File: src/rtl/as5311_pkg.sv
// Shared AS5311 SSI definitions: frame size, status bit indices, emulator
// state encoding and the frame parity helper.
package as5311_pkg;

  localparam int BITSIZE = 18;

  localparam int AS_OCF    = 4;
  localparam int AS_COF    = 3;
  localparam int AS_LIN    = 2;
  localparam int AS_MAGINC = 1;
  localparam int AS_MAGDEC = 0;

  typedef enum logic [1:0] {
    IDLE  = 2'd0,
    SHIFT = 2'd1,
    TAIL  = 2'd2
  } sim_state_t;

  // Even parity over the 17 payload bits: the returned bit makes the 18-bit word even.
  function automatic logic even_parity(input logic [BITSIZE-2:0] d);
    return ^d;
  endfunction

endpackage

File: src/rtl/as5311_sim_if.sv
// SSI bus between an AS5311 reader (master) and the sensor emulator (slave).
interface as5311_sim_if;
  logic as5311_clk;
  logic as5311_cs;
  logic as5311_do;
  logic as5311_do_oe;

  modport master (output as5311_clk, as5311_cs, input  as5311_do, as5311_do_oe);
  modport slave  (input  as5311_clk, as5311_cs, output as5311_do, as5311_do_oe);
endinterface

File: src/rtl/as5311_sync.sv
// STAGES-flop synchroniser with rise/fall strobes of the synchronised level.
// Flops reset to 1 (idle level of the SSI lines); STAGES must be >= 2.
module as5311_sync #(
  parameter int STAGES = 2
) (
  input  logic clk,
  input  logic reset,
  input  logic d,
  output logic q,
  output logic rise,
  output logic fall
);

  logic [STAGES-1:0] sreg;
  logic              prev;

  always_ff @(posedge clk) begin
    if (reset) begin
      sreg <= '1;
      prev <= 1'b1;
    end else begin
      sreg <= {sreg[STAGES-2:0], d};
      prev <= sreg[STAGES-1];
    end
  end

  assign q    = sreg[STAGES-1];
  assign rise =  q & ~prev;
  assign fall = ~q &  prev;

endmodule

File: src/rtl/as5311_sim.sv
// AS5311 SSI sensor emulator: serves 18-bit position/magnet frames to a reader.
// Optional feature: define AS5311_SIM_CHAIN_EN to add chain_in for daisy-chaining.
module as5311_sim
  import as5311_pkg::*;
#(
  parameter int SYNC_STAGES = 2
) (
  input  logic        clk,
  input  logic        reset,
  as5311_sim_if.slave ssi,
  input  logic [11:0] position,
  input  logic [11:0] magnet,
  input  logic [4:0]  status,
`ifdef AS5311_SIM_CHAIN_EN
  input  logic        chain_in,
`endif
  output logic        frame_done,
  output logic        frame_type,
  output logic [4:0]  frame_bits,
  output logic [7:0]  debug
);

  sim_state_t           state;
  logic [BITSIZE-1:0]   word;
  logic [4:0]           bitcnt;
  logic                 cur_type;
  logic                 armed;
  logic [SYNC_STAGES:0] settle;
  logic                 tail_bit;

  logic sclk_s, sclk_rise, sclk_fall_unused;
  logic cs_s, cs_rise, cs_fall;
  logic [11:0] load_val;

  as5311_sync #(.STAGES(SYNC_STAGES)) u_sync_clk (
    .clk(clk), .reset(reset), .d(ssi.as5311_clk),
    .q(sclk_s), .rise(sclk_rise), .fall(sclk_fall_unused)
  );

  as5311_sync #(.STAGES(SYNC_STAGES)) u_sync_cs (
    .clk(clk), .reset(reset), .d(ssi.as5311_cs),
    .q(cs_s), .rise(cs_rise), .fall(cs_fall)
  );

`ifdef AS5311_SIM_CHAIN_EN
  logic chain_q;
  always_ff @(posedge clk) begin
    if (reset) chain_q <= 1'b0;
    else       chain_q <= chain_in;
  end
  assign tail_bit = chain_q;
`else
  assign tail_bit = 1'b0;
`endif

  assign load_val = sclk_s ? position : magnet;

  // Synchronisers come out of reset at the idle level, so a cs held low across
  // reset would look like a falling edge; armed requires a genuine high first.
  always_ff @(posedge clk) begin
    frame_done <= 1'b0;
    if (reset) begin
      state      <= IDLE;
      word       <= '0;
      bitcnt     <= '0;
      cur_type   <= 1'b0;
      armed      <= 1'b0;
      settle     <= '0;
      frame_type <= 1'b0;
      frame_bits <= '0;
    end else begin
      settle <= {settle[SYNC_STAGES-1:0], 1'b1};
      if (settle[SYNC_STAGES] && cs_s) armed <= 1'b1;
      unique case (state)
        IDLE: begin
          if (cs_fall && armed) begin
            cur_type   <= sclk_s;
            word       <= {load_val, status, even_parity({load_val, status})};
            bitcnt     <= 5'(BITSIZE);
            frame_bits <= '0;
            state      <= SHIFT;
          end
        end
        SHIFT: begin
          if (cs_rise) begin
            state      <= IDLE;
            frame_done <= 1'b1;
            frame_type <= cur_type;
          end else if (sclk_rise) begin
            word       <= word << 1;
            bitcnt     <= bitcnt - 5'd1;
            frame_bits <= (frame_bits == 5'd31) ? 5'd31 : frame_bits + 5'd1;
            if (bitcnt == 5'd1) state <= TAIL;
          end
        end
        TAIL: begin
          if (cs_rise) begin
            state      <= IDLE;
            frame_done <= 1'b1;
            frame_type <= cur_type;
          end else if (sclk_rise) begin
            frame_bits <= (frame_bits == 5'd31) ? 5'd31 : frame_bits + 5'd1;
          end
        end
        default: state <= IDLE;
      endcase
    end
  end

  assign ssi.as5311_do    = (state == IDLE)  ? 1'b1 :
                            (state == SHIFT) ? word[BITSIZE-1] : tail_bit;
  assign ssi.as5311_do_oe = (state != IDLE);
  assign debug            = {state, bitcnt, cs_s};

endmodule

File: src/flat_wrapper.sv
// flat-port wrapper written by rule: the top's interface ports become plain ports
module as5311_sim_flat import as5311_pkg::*;
#(
  parameter int SYNC_STAGES = 2
)
  (clk, reset, position, magnet, status, frame_done, frame_type, frame_bits, debug, ssi_as5311_clk, ssi_as5311_cs, ssi_as5311_do, ssi_as5311_do_oe);
  as5311_sim_if ssi_i ();
  input  logic clk;
  input  logic reset;
  input  logic [11:0] position;
  input  logic [11:0] magnet;
  input  logic [4:0] status;
  output logic frame_done;
  output logic frame_type;
  output logic [4:0] frame_bits;
  output logic [7:0] debug;
  input wire logic [$bits(ssi_i.as5311_clk)-1:0] ssi_as5311_clk;
  input wire logic [$bits(ssi_i.as5311_cs)-1:0] ssi_as5311_cs;
  output wire logic [$bits(ssi_i.as5311_do)-1:0] ssi_as5311_do;
  output wire logic [$bits(ssi_i.as5311_do_oe)-1:0] ssi_as5311_do_oe;
  assign ssi_i.as5311_clk = ssi_as5311_clk;
  assign ssi_i.as5311_cs = ssi_as5311_cs;
  assign ssi_as5311_do = ssi_i.as5311_do;
  assign ssi_as5311_do_oe = ssi_i.as5311_do_oe;
  as5311_sim #(.SYNC_STAGES(SYNC_STAGES)) u_core (.clk(clk), .reset(reset), .ssi(ssi_i), .position(position), .magnet(magnet), .status(status), .frame_done(frame_done), .frame_type(frame_type), .frame_bits(frame_bits), .debug(debug));
endmodule
File: config.mk
export PLATFORM = sky130hd
export DESIGN_NAME = as5311_sim_flat
export DESIGN_NICKNAME = d
export VERILOG_FILES = /design/src/rtl/as5311_pkg.sv /design/src/rtl/as5311_sim_if.sv /design/src/rtl/as5311_sync.sv /design/src/rtl/as5311_sim.sv /design/src/flat_wrapper.sv
export SDC_FILE = /design/constraint.sdc
export NUM_CORES = 1
export LEC_CHECK = 0
export BUFFER_PORTS_ARGS = -buffer_cell sky130_fd_sc_hd__buf_2
export CAP_MARGIN = 10
export CORE_MARGIN = 2
export CORE_UTILIZATION = 40
export CTS_CLUSTER_SIZE = 24
export DETAILED_ROUTE_END_ITERATION = 6
export GPL_TIMING_DRIVEN = 1
export PLACE_DENSITY = 0.68
export SETUP_SLACK_MARGIN = 0.15
export SYNTH_ARGS = -nofsm -noshare
export SYNTH_HDL_FRONTEND = slang
export SYNTH_SLANG_ARGS = --single-unit
File: constraint.sdc
create_clock -name clk -period 2.1 [get_ports clk]
set_clock_uncertainty 0.15 [all_clocks]
set_input_delay 0.63 -clock clk [delete_from_list [all_inputs] [get_ports clk]]
set_output_delay 0.63 -clock clk [all_outputs]
set_load 0.05 [all_outputs]
==> results_dict.tcl <==
set metrics [dict create \
    outcome "finished, final reports clean" \
    cpMaxStageDelayCell "xnor3_1" \
    wl_um 4849 \
    final_util_pct 52.83 \
    timing.hold.ws_ns 0.2724 \
    drcViolationCount 0 \
    synthSimpleGateAreaFrac_pct 16.89 \
    yosys-top-cells-area "dfxtp_1 (38%), mux2i_1 (15%), o21ai_0 (4.0%)" \
    synth_fa_ha_area_share_pct 3.850 \
    setup_tns_ns 0 \
    cts_made_buffers 5 \
    die_w_um 79.41 \
    synth_most_common_cell "dfxtp_1" \
    syn_inst 250 \
    clk_pin_slew_ns 0.08 \
    register_area_um2 872.1 \
    synth-xor-area-share_pct 8.361 \
    min_path_cells 1 \
    period_needed_ns 2.012 \
    path_buf_inv 0 \
    hold_viol 0 \
    yosysWarnings 0 \
    placedCellCount 366 \
    ys.flop_type "dfxtp_1" \
    synth_nets 290 \
    synth_edf_count 0 \
    die_area_mm2 0.006306 \
    tightest_slew_ns 0.4557 \
    ys_types 40 \
    synthArstFlopShare_pct 0 \
    core_mm2 0.005507 \
    end_kind "flop" \
    r2r-end "u_core.word[0]" \
    overflow 0 \
    rsz0062_at_grt "true" \
    max_stage_delay_ns 0.48 \
    min_to "u_core.u_sync_clk.sreg[1]" \
    netlist_top_cells_count "dfxtp_1 (43), mux2i_1 (35), nor2_1 (23)" \
    hp-class "reg2reg" \
    crit_family "XOR/XNOR gates" \
    drive_gt1_share_pct 31.07 \
    die_y_um 79.41 \
    post-route-period-util_pct 95.83 \
    r2r_cells 5 \
    synth_compound_area_share_pct 12.82 \
    setup_viol 0 \
    synth_top_family_by_area "simple AND/OR/NAND/NOR gates" \
    yosysSeqAreaShare_pct 37.84 \
    p_leak_nw 1.245 \
    power_density_mw_per_mm2 772.5 \
    via_per_inst 5.021 \
    reg2reg_slack_ns 0.09 \
    max_slew_margin_pct 69.62 \
    startpoint_type "flop" \
    dp_hpwl_um 3355 \
    synth_seq_cells 43 \
    vdd_ir_drop_max_uv 390.8 \
    antenna_found_initial 0 \
    multiInputGateArea_mm2 0.001371 \
    clockBufferDepth 2 \
    fillers 503 \
    r2r-start "u_core.u_sync_clk.sreg[1]" \
    crit_type "reg2reg" \
    grt_pass1_vias 1681 \
    syn_avg_cell_area_um2 9.099 \
    ios 50 \
    rows 27 \
    track_usage_pct 15.03 \
    diodes 0 \
    via_count 1913 \
    cts_root_buf "clkbuf_8" \
    synth_top_area_share_pct 37.84 \
    wl_per_cell_um 12.73 \
    critPathMaxFanout 5 \
    drt-initial-drc-count 92 \
    cts_tree "yes" \
    grt_pass1_wl_um 7493 \
    crit_arrival_ns 2.07 \
    hp-start "u_core.u_sync_clk.sreg[0]" \
    post-synth-top-area-cell "dfxtp_1" \
    gp_congestion 0.7696 \
    io_buffers 49 \
    syn_area_mm2 0.002275 \
    start_util_pct 41.31 \
    stdcell_count 381 \
    fmax_mhz 496.9 \
    muxShareOfSynthArea_pct 16.01 \
    nets 348 \
    grt_max_degree 41 \
    cp_common_cell "xnor3_1" \
    critical_path_required_ns 2.16 \
    area_delta_synth_final_pct 27.89 \
    slew_viol_final 0 \
    clock_latency_ns 0.30 \
    maxCapViolations 0 \
    firstDrtPassIters 4 \
    h-tree-depth 2 \
    path_cells "mux2i_2 -> xnor3_1 -> xnor3_1 -> xnor3_1 -> o41ai_2" \
    clock_sinks 43 \
    ant_nets 0 \
]
==> state kept, by name, summed over array words and instances (netlist names), 2 cells and up <==
name                    cells
u_core.word                18
u_core.settle               3
u_core.bitcnt               5
u_core.frame_bits           5
u_core.u_sync_clk.sreg      2
u_core.u_sync_cs.sreg       2
u_core.state                2
==> how the worst max path moves through the flow <==
stage / startpoint / endpoint / cells past startpoint
2_1_floorplan: position[8] / u_core.word[0] / 5
3_3_place_gp: position[8] / u_core.word[0] / 6
3_5_place_dp: position[8] / u_core.word[0] / 6
4_1_cts: u_core.state[1] / ssi_as5311_do / 5
5_1_grt: u_core.u_sync_clk.sreg[1] / u_core.word[0] / 5
6_report: u_core.u_sync_clk.sreg[1] / u_core.word[0] / 5
==> area by class of cell <==
class | instances | share of cell area [%]
clock buffers | 5 | 2.366
clock inverters | 3 | 0.5161
inverters | 7 | 1.204
multi-input cells | 185 | 47.14
flip-flops and latches | 43 | 29.98
well taps | 72 | 3.097
repair buffers | 66 | 15.70
==> per-stage QoR <==
| stage | setup slack, ns | area (um^2) | power (mW) |
|---|---|---|---|
| after global placement | -0.1254 | 2675 | 1.636 |
| after global routing | 0.03679 | 2909 | 2.368 |
| after CTS | 0.06651 | 2838 | 2.203 |
| after floorplan | 0.07935 | 2323 | 1.493 |
| final | 0.08760 | 2909 | 2.247 |
| after detailed placement | -0.1967 | 2675 | 1.653 |
==> worst reg2reg max path: stages, from the launching register on <==
cell	delay, ns
dfxtp_4	0.40
mux2i_2	0.24
xnor3_1	0.48
xnor3_1	0.24
xnor3_1	0.22
o41ai_2	0.19
==> per-layer routing <==
| metal | up-vias | GRT usage, % | wire length, um |
|---|---|---|---|
| li1 | 984 | - | - |
| met1 | 875 | 20.80 | 2334 |
| met2 | 48 | 22.80 | 2214 |
| met3 | 6 | 3.394 | 219 |
| met5 | - | 0 | 0 |
| met4 | 0 | 5.690 | 80 |
==> report_power, final <==
| part | internal [mW] | switching (mW) | total, mW |
|---|---|---|---|
| clock | 0.228 | 0.294 | 0.522 |
| combinational | 0.361 | 0.407 | 0.769 |
| sequential | 0.901 | 0.0562 | 0.957 |
| total | 1.49 | 0.757 | 2.25 |
==> cells in the final DEF (no fill, tap or decap), drive strengths merged <==
cell | synthesis | layout
nor2b | 5 | 5
a21o | 1 | 1
nand4 | 1 | 1
o211ai | 1 | 1
nand2b | 6 | 6
nor4b | 1 | 1
and4 | 1 | 1
o2111ai | 1 | 1
mux2i | 36 | 36
a21oi | 12 | 12
xnor2 | 6 | 6
clkinv | 0 | 3
a211oi | 6 | 6
and2 | 2 | 2
o41ai | 1 | 1
nor3b | 1 | 1
or2 | 7 | 7
nand3 | 6 | 6
a21boi | 1 | 1
a41oi | 1 | 1
nor2 | 23 | 23
xor2 | 8 | 8
dfxtp | 43 | 43
o21ai | 21 | 21
inv | 7 | 6
xnor3 | 3 | 3
ha | 7 | 7
nand2 | 18 | 18
a311oi | 2 | 2
o21a | 1 | 1
clkinvlp | 0 | 1
and3 | 1 | 1
nor3 | 1 | 1
clkbuf | 10 | 7
nand4b | 2 | 2
nand3b | 2 | 2
buf | 5 | 64
==> kinds of logic (layout without fill, tap and decap cells) <==
logic type      after synthesis  after routing
flops                        43             43
simple gates                 77             77
compound gates               48             48
buf+inv                      22             81
mux                          36             36
fa+ha+maj                     7              7
xor+xnor                     17             17
==> repair_timing <==
item	in CTS	in global routing
pin swaps	1	4
gates cloned	0	2
setup endpoints to repair	3	12
buffers inserted	4	1
resized for setup	15	4
hold buffers	0	0
Note: power is estimated with default switching activity, not from simulation.
